--- src/rtl/race_timer_pkg.sv ---
// Shared game-state encodings and race timer FSM types.
// Mirrors the state FSM's encoding so both sides agree on codes.
package race_timer_pkg;

    localparam logic [2:0] ST_IDLE      = 3'd0;
    localparam logic [2:0] ST_SETTING   = 3'd1;
    localparam logic [2:0] ST_COUNTDOWN = 3'd3;
    localparam logic [2:0] ST_RACING    = 3'd4;
    localparam logic [2:0] ST_PAUSE     = 3'd5;
    localparam logic [2:0] ST_FINISH    = 3'd6;

    localparam logic [15:0] NO_LAP = 16'hFFFF;

    typedef enum logic [1:0] {
        T_IDLE,
        T_RUN,
        T_HOLD,
        T_DONE
    } tstate_e;

endpackage

--- src/rtl/race_timer_cs_tick_gen.sv ---
// Centisecond prescaler: counts 0..DIV-1 while enabled,
// emitting a one-cycle tick on wrap.
module cs_tick_gen #(
    parameter int unsigned DIV = 1_000_000
) (
    input  logic clk,
    input  logic rst,
    input  logic en,
    input  logic clr,
    output logic tick
);
    localparam int W = (DIV > 1) ? $clog2(DIV) : 1;
    localparam logic [W-1:0] LAST = W'(DIV - 1);

    logic [W-1:0] cnt_q, cnt_d;

    assign tick = en & ~clr & (cnt_q == LAST);

    always_comb begin
        cnt_d = cnt_q;
        if (clr) begin
            cnt_d = '0;
        end else if (en) begin
            cnt_d = (cnt_q == LAST) ? '0 : cnt_q + W'(1);
        end
    end

    always_ff @(posedge clk or negedge rst) begin
        if (!rst) begin
            cnt_q <= '0;
        end else begin
            cnt_q <= cnt_d;
        end
    end

endmodule

--- src/rtl/race_timer.sv ---
// Race clock and lap tracker: elapsed/lap time, lap counting,
// best lap and end-of-race detection driven by the game state.
module race_timer
    import race_timer_pkg::*;
#(
    parameter int unsigned CLK_HZ        = 100_000_000,
    parameter int unsigned TICK_DIV      = CLK_HZ / 100,
    parameter int unsigned NUM_LAPS      = 3,
    parameter int unsigned TIME_LIMIT_CS = 60000,
    parameter int unsigned MIN_LAP_CS    = 200
) (
    input  logic        clk,
    input  logic        rst,
    input  logic [2:0]  state,
    input  logic        lap_cross,
    output logic [15:0] race_time_cs,
    output logic [15:0] lap_time_cs,
    output logic [15:0] last_lap_cs,
    output logic [15:0] best_lap_cs,
    output logic [2:0]  lap_cnt,
    output logic        lap_pulse,
    output logic        timeout,
    output logic        is_game_end
);
    tstate_e     t_q;
    logic        lc_q;
    logic [15:0] race_q, lap_q, last_q, best_q;
    logic [2:0]  cnt_q;
    logic        pulse_q, tmo_q, end_q;

    logic is_clr, run, tick, rise, accept, lap_fin, time_end;

    assign is_clr   = (state == ST_IDLE) || (state == ST_COUNTDOWN);
    assign run      = (t_q == T_RUN);
    assign rise     = lap_cross & ~lc_q;
    assign accept   = run & rise & (lap_q >= 16'(MIN_LAP_CS));
    assign lap_fin  = accept & ((cnt_q + 3'd1) == 3'(NUM_LAPS));
    assign time_end = tick & ((race_q + 16'd1) == 16'(TIME_LIMIT_CS));

    cs_tick_gen #(
        .DIV(TICK_DIV)
    ) u_tick (
        .clk (clk),
        .rst (rst),
        .en  (run),
        .clr (is_clr),
        .tick(tick)
    );

    always_ff @(posedge clk or negedge rst) begin
        if (!rst) begin
            t_q     <= T_IDLE;
            lc_q    <= 1'b0;
            race_q  <= '0;
            lap_q   <= '0;
            last_q  <= '0;
            best_q  <= NO_LAP;
            cnt_q   <= '0;
            pulse_q <= 1'b0;
            tmo_q   <= 1'b0;
            end_q   <= 1'b0;
        end else begin
            lc_q    <= lap_cross;
            pulse_q <= 1'b0;
            if (is_clr) begin
                t_q    <= T_IDLE;
                race_q <= '0;
                lap_q  <= '0;
                last_q <= '0;
                best_q <= NO_LAP;
                cnt_q  <= '0;
                tmo_q  <= 1'b0;
                end_q  <= 1'b0;
            end else begin
                unique case (t_q)
                    T_IDLE: begin
                        if (state == ST_RACING) t_q <= T_RUN;
                    end
                    T_RUN: begin
                        if (tick) race_q <= race_q + 16'd1;
                        // A tick coinciding with a crossing counts toward the new lap
                        if (accept) begin
                            lap_q   <= {15'd0, tick};
                            cnt_q   <= cnt_q + 3'd1;
                            last_q  <= lap_q;
                            best_q  <= (lap_q < best_q) ? lap_q : best_q;
                            pulse_q <= 1'b1;
                        end else if (tick) begin
                            lap_q <= lap_q + 16'd1;
                        end
                        if (lap_fin) begin
                            t_q   <= T_DONE;
                            end_q <= 1'b1;
                            tmo_q <= 1'b0;
                        end else if (time_end) begin
                            t_q   <= T_DONE;
                            end_q <= 1'b1;
                            tmo_q <= 1'b1;
                        end else if (state == ST_PAUSE) begin
                            t_q <= T_HOLD;
                        end
                    end
                    T_HOLD: begin
                        if (state == ST_RACING) t_q <= T_RUN;
                    end
                    T_DONE: begin
                    end
                    default: t_q <= T_IDLE;
                endcase
            end
        end
    end

    assign race_time_cs = race_q;
    assign lap_time_cs  = lap_q;
    assign last_lap_cs  = last_q;
    assign best_lap_cs  = best_q;
    assign lap_cnt      = cnt_q;
    assign lap_pulse    = pulse_q;
    assign timeout      = tmo_q;
    assign is_game_end  = end_q;

endmodule

--- config.mk ---
export PLATFORM = sky130hd
export DESIGN_NAME = race_timer
export DESIGN_NICKNAME = d
export VERILOG_FILES = /design/src/rtl/race_timer_pkg.sv /design/src/rtl/race_timer_cs_tick_gen.sv /design/src/rtl/race_timer.sv
export SDC_FILE = /design/constraint.sdc
export NUM_CORES = 1
export LEC_CHECK = 0
export CORE_MARGIN = 2
export CORE_UTILIZATION = 51
export CTS_BUF_LIST = sky130_fd_sc_hd__clkbuf_8
export DETAILED_ROUTE_END_ITERATION = 8
export GPL_TIMING_DRIVEN = 0
export PLACE_DENSITY = 0.9
export SLEW_MARGIN = 20
export SYNTH_ARGS = -nofsm -noshare
export SYNTH_HDL_FRONTEND = slang
export SYNTH_HIERARCHICAL = 1
export SYNTH_SLANG_ARGS = --single-unit
--- constraint.sdc ---
create_clock -name clk -period 2.7 [get_ports clk]
set_clock_uncertainty 0.1 [all_clocks]
set_input_delay 0.405 -clock clk [delete_from_list [all_inputs] [get_ports clk]]
set_output_delay 0.405 -clock clk [all_outputs]
set_load 0.03 [all_outputs]
==> impl_metrics.py, run 1 <==
metrics = {
    "status": {
        "outcome": "complete, but fails checks",
        "violations": "negative setup slack",
    },
    "yosys": {
        "synth_common_cells": "dfrtp_1, nor2_1, nand2_1",
        "synth_edf_count": 0,
        "synth_cells": 543,
        "synth_nets": 570,
        "synthTopCellsByArea": "dfrtp_1, dfstp_2, ha_1",
        "synth_seq_cells": 93,
        "synth.distinct_cells": 67,
        "ys_warn_count": 6,
        "ys_async_sr_fraction": 1.00,
        "yosysSeqAreaShare": 0.465,
        "synth_top_cell_area_share": 0.381,
        "synth.most_common_cell": "dfrtp_1",
        "netlist_area_um2": 5050,
        "yosysTopAreaCell": "dfrtp_1",
        "synth-main-ff-cell": "dfrtp_1",
        "synth.avg_cell_area_um2": 9.30,
    },
    "layout": {
        "fin_nets": 688,
        "design_area_um2": 6670,
        "final.fill_count": 701,
        "area_growth_pct": 32.0,
        "multi_input_area_um2": 2640,
        "num_antenna_cells": 0,
        "ff_latch_area_um2": 2350,
        "drive_gt1_frac": 0.183,
        "finalNonFillerCells": 799,
    },
    "hold_path": {
        "holdPathStages": 2,
        "hp-start": "state[1]",
        "worstHoldEndpoint": "t_q[1]",
        "hold_path_class": "in2reg",
    },
    "global_route": {
        "grt_max_degree": 54,
        "grt_pass1_wl_um": 22800,
        "grt_pass1_vias": 4589,
        "grt_remaining_overflow": 0,
        "antenna_found_initial": 0,
        "grtUsageTotal": 0.260,
    },
    "sta": {
        "slew_headroom": 0.532,
        "setup_violations": 4,
        "worstMarginPinSlew_ps": 702,
        "setup_ws_ps": -420,
        "final_max_slew_viol_count": 0,
        "fin_crit_ps": 3120,
        "fmax_mhz": 321,
        "holdWs_ps": 137,
        "post-route-period-util": 1.16,
        "hold_viol": 0,
        "rsz0062_at_grt": "yes",
    },
    "power_and_ir_drop": {
        "powerDensity_nw_per_um2": 403,
        "clockPowerShare": 0.362,
        "irDropWorstVdd_uv": 280,
        "pwr-share-comb": 0.104,
        "p_sw_frac": 0.264,
        "p_sw_w": 0.000709,
        "p_leak_nw": 3.02,
        "p_seq_frac": 0.534,
        "p_int_w": 0.00198,
        "p_total_w": 0.00269,
    },
    "place": {
        "place_ws_ps": -1700,
        "placed_cells": 752,
        "numPortBuffers": 75,
        "dpl.hpwl_um": 9520,
        "post_dp_cell_area_um2": 6080,
        "place_congestion": 0.884,
    },
    "critical_path": {
        "crit_fanout": 6,
        "end_kind": "register",
        "rrSetupSlack_ps": -390,
        "r2r_start": "u_tick/cnt_q[7]",
        "required_ps": 2870,
        "rr_endpoint": "t_q[1]",
        "worstSetupPathType": "in2reg",
        "crit_arrival_ps": 3290,
        "start_kind": "input pin",
        "rr_worst_depth": 10,
    },
    "floorplanning": {
        "start_util": 0.522,
        "dieArea_um2": 10700,
        "die_h_um": 104,
        "row_count": 36,
        "io_pins": 76,
        "die_x_um": 104,
        "core-area_um2": 9680,
    },
    "cts": {
        "cts_buffer_depth": 2,
        "clk_latency_ps": 370,
        "clk_pin_slew_ps": 100,
        "root_buffer": "clkbuf_8",
        "numCtsBuffers": 9,
        "clkSinkCount": 93,
        "tritoncts": "yes",
        "cts_max_level": 3,
    },
    "drt": {
        "ant_nets": 0,
        "vias": 4859,
        "wirelength_um": 14700,
        "via_per_inst": 6.08,
        "drc": 0,
        "post_drt_wl_per_cell_um": 18.4,
        "drtIter0Drc": 394,
        "first_pass_iters": 5,
    },
    "job": {
        "maxCapViolations": 0,
    },
}
==> timing repair <==
item / CTS / global route
setup buffers: 8 / 25
hold endpoints to repair: 24 / 0
endpoints found under the setup margin: 58 / 36
gates resized for setup: 32 / 32
pin swaps: 10 / 11
hold buffers: 1 / 0
==> worst max-delay path, cell delays in order <==
cell and delay [ps]:
buf_12 120, nand2_2 70, a21o_1 180, inv_2 80, buf_8 130, clkbuf_16 140, nand2b_4 150, nor4_4 300
nor4bb_2 250, nand4_1 190, a221oi_2 270, o311ai_2 170, nor3_2 330, nor3_2 110, a2111oi_2 380
==> final cells by class <==
class	instances	area share
Clock inverter	6	0.00919
Tap cell	133	0.0250
Inverter	30	0.0195
Sequential cell	93	0.353
Timing Repair Buffer	110	0.157
Clock buffer	10	0.0206
Buffer	20	0.0193
Multi-Input combinational cell	397	0.396
==> through the flow <==
stage	util	TNS, ps
2_1_floorplan	-	-724
3_3_place_gp	0.625	-221110
3_5_place_dp	0.627	-47890
4_1_cts	0.661	-496
5_1_grt	0.689	-2690
6_report	0.689	-1260
==> flip-flops by register name, indices dropped and copies added, names as in the netlist <==
register,cells
u_tick/cnt_q,20
best_lap_cs,16
lap_time_cs,16
lap_cnt,3
race_time_cs,16
lap_pulse,1
is_game_end,1
t_q,2
timeout,1
lc_q,1
last_lap_cs,16
==> how the worst max path moves through the flow <==
stage	start	to	slack (ps)	cells after the start
2_1_floorplan	state[1]	t_q[1]	-340	15
3_3_place_gp	rst	race_time_cs[5]	-2110	1
3_5_place_dp	state[1]	t_q[1]	-1700	16
4_1_cts	u_tick/cnt_q[12]	t_q[1]	-210	10
5_1_grt	state[0]	t_q[1]	-590	16
6_report	state[1]	t_q[1]	-420	15
==> cells in the final DEF, fill, tap and decap left out, types with 11 or more instances in the layout <==
cell,n
dfrtp_1,72
clkdlybuf4s50_1,71
nor2_1,52
nand2_1,41
a21oi_1,41
buf_4,36
o21ai_0,34
inv_1,28
nand3_1,27
ha_1,20
mux2i_1,18
dfstp_2,16
nand4_1,15
xor2_1,13
xnor2_1,11
==> power by group through the flow <==
stage / registers [W] / clock network (W) / logic (W)
final: 0.00143 / 0.000973 / 0.000280
after global routing: 0.00144 / 0.00104 / 0.000306
after CTS: 0.00143 / 0.000972 / 0.000226
after detailed placement: 0.00146 / 0 / 0.000215
after global placement: 0.00145 / 0 / 0.000199
after floorplan: 0.00145 / 0 / 0.000124
==> per-layer routing <==
| layer | vias up | part of all wire | routed length, µm | GRT usage |
|---|---|---|---|---|
| li1 | 2173 | - | - | - |
| met1 | 2346 | 0.38 | 5610 | 0.330 |
| met5 | - | 0 | 0 | 0 |
| met3 | 59 | 0.075 | 1100 | 0.0447 |
| met4 | 0 | 0.033 | 486 | 0.0946 |
| met2 | 281 | 0.51 | 7530 | 0.447 |
==> logic make-up after synthesis <==
family,count (synthesis),synth area share
AND/OR/NAND/NOR,212,0.216
AO/OA/AOI/OAI,121,0.146
flip-flops,93,0.465
buffers and inverters,53,0.0411
XOR/XNOR,24,0.0416
adder cells (fa/ha/maj),21,0.0520
multiplexers,19,0.0379
(Power assumes the default switching activity.)
==> run 2, diff against run 1 <==
Settings changed: CORE_UTILIZATION 51 to 40, PLACE_DENSITY 0.9 to 0.75.
==> impl_metrics.py, run 2 (same netlist as run 1, synthesis figures left out) <==
metrics = {
    "floorplanning": {
        "core-area_um2": 12500,
        "die_x_um": 116,
        "die_h_um": 116,
        "start_util": 0.405,
        "io_pins": 76,
        "dieArea_um2": 13500,
        "row_count": 41,
    },
    "sta": {
        "fmax_mhz": 343,
        "holdWs_ps": 195,
        "setup_ws_ps": -217,
        "worstMarginPinSlew_ps": 698,
        "slew_headroom": 0.534,
        "hold_viol": 0,
        "rsz0062_at_grt": "yes",
        "post-route-period-util": 1.08,
        "setup_violations": 4,
        "fin_crit_ps": 2920,
        "final_max_slew_viol_count": 0,
    },
    "global_route": {
        "met3_usage": 0.0457,
        "grt_pass1_vias": 4520,
        "grt_pass1_wl_um": 22500,
        "gr-usage-met1": 0.270,
        "grtUsageMet2": 0.356,
        "grtUsageTotal": 0.213,
        "grt_max_degree": 60,
        "grt_remaining_overflow": 0,
        "antenna_found_initial": 0,
        "grt_busiest_layer": "met2",
    },
    "drt": {
        "via_per_inst": 5.45,
        "first_pass_iters": 4,
        "wirelength_um": 13600,
        "drc": 0,
        "post_drt_wl_per_cell_um": 16.5,
        "ant_nets": 0,
        "drtIter0Drc": 226,
        "vias": 4489,
    },
    "status": {
        "outcome": "complete, but fails checks",
        "violations": "negative setup slack",
    },
    "cts": {
        "cts_max_level": 3,
        "tritoncts": "yes",
        "clk_pin_slew_ps": 90,
        "numCtsBuffers": 9,
        "clkSinkCount": 93,
        "clk_latency_ps": 380,
        "cts_buffer_depth": 2,
        "root_buffer": "clkbuf_8",
    },
    "place": {
        "numPortBuffers": 75,
        "placed_cells": 791,
        "dpl.hpwl_um": 9440,
        "post_dp_cell_area_um2": 6130,
        "place_congestion": 0.893,
    },
    "layout": {
        "design_area_um2": 6490,
        "largest_register_ffs": 20,
        "drive_gt1_frac": 0.147,
        "final_cell_mix": "dfrtp_1, clkdlybuf4s50_1, nor2_1",
        "num_antenna_cells": 0,
        "fin_nets": 673,
        "finalNonFillerCells": 823,
        "area_growth_pct": 28.5,
        "regMostFlops": "u_tick/cnt_q",
        "final_common_cell": "dfrtp_1",
    },
    "hold_path": {
        "hold_path_class": "in2reg",
    },
    "power_and_ir_drop": {
        "p_total_w": 0.00248,
        "p_leak_nw": 2.91,
        "powerDensity_nw_per_um2": 381,
        "irDropWorstVdd_uv": 348,
    },
    "job": {
        "maxCapViolations": 0,
    },
    "critical_path": {
        "worstSetupPathType": "reg2reg",
        "crit_fanout": 3,
        "crit_arrival_ps": 3090,
        "required_ps": 2870,
        "end_kind": "register",
        "start_kind": "register",
    },
}
==> run 2: changes by cell type in the layout (fill, tap and decap cells not counted), moves of 2 or more <==
cell,before,now
inv_1,28,32
dfrtp_1,72,75
clkbuf_2,3,6
inv_6,3,0
dfrtp_2,5,2
buf_12,2,0
nor4_2,0,2
nor4_4,3,1
buf_4,36,20
==> run 2: path summary, 6_finish.rpt <==
check / from / to / slack (ps) / cells after the start
setup reg to reg: u_tick/cnt_q[12] / t_q[1] / -220 / 11
min in group asynchronous: rst / race_time_cs[5] / 370 / 2
max in group asynchronous: rst / best_lap_cs[10] / 1480 / 3
setup / recovery: u_tick/cnt_q[12] / t_q[1] / -220 / 11
hold reg to reg: best_lap_cs[0] / best_lap_cs[0] / 410 / 2
hold / removal: state[1] / t_q[1] / 190 / 2
==> run 2: power breakdown <==
group / internal [W] / total [W] / switching, W
Combinational: 0.0000831 / 0.000233 / 0.000150
Clock: 0.000316 / 0.000811 / 0.000495
Sequential: 0.00141 / 0.00143 / 0.0000215
Total: 0.00181 / 0.00248 / 0.000667
==> run 2: final cells by class <==
class | instances | area, µm²
plain buffers | 21 | 129
clock buffers | 9 | 124
clock inverters | 7 | 28.8
fillers | 1110 | 5970
inverters | 30 | 128
multi-input cells | 397 | 2610
flip-flops and latches | 93 | 2350
well taps | 172 | 215
repair buffers | 94 | 905
==> run 2: repair_timing <==
| action | in CTS | in global routing |
|---|---|---|
| setup endpoints to repair | 53 | 35 |
| hold buffers | 1 | 0 |
| hold endpoints to repair | 34 | 0 |
| pin swaps | 10 | 2 |
| resized for setup | 25 | 16 |
| setup buffers | 11 | 6 |
==> run 2: critical path: stages, from the launching register on <==
cell and delay (ps):
dfrtp_2 410, nor4_2 260, nand3b_1 180, nor4_4 350, nor4bb_2 260, nand4_1 170
a221oi_2 270, o311ai_2 180, nor3_2 130, buf_4 170, nor3_4 40, a2111oi_2 310
==> run 2: metrics by stage <==
step	util	setup slack, ps	TNS, ps
global route	0.521	-402	-1600
CTS	0.515	-176	-456
detailed placement	0.492	-1880	-52120
floorplan	-	-341	-724
global placement	0.489	-2270	-241800
finish	0.521	-217	-644
==> run 2: per-layer routing <==
layer | vias up | share of wire
li1 | 2150 | -
met1 | 2161 | 0.43
met2 | 145 | 0.48
met3 | 33 | 0.058
met4 | 0 | 0.028
met5 | - | 0
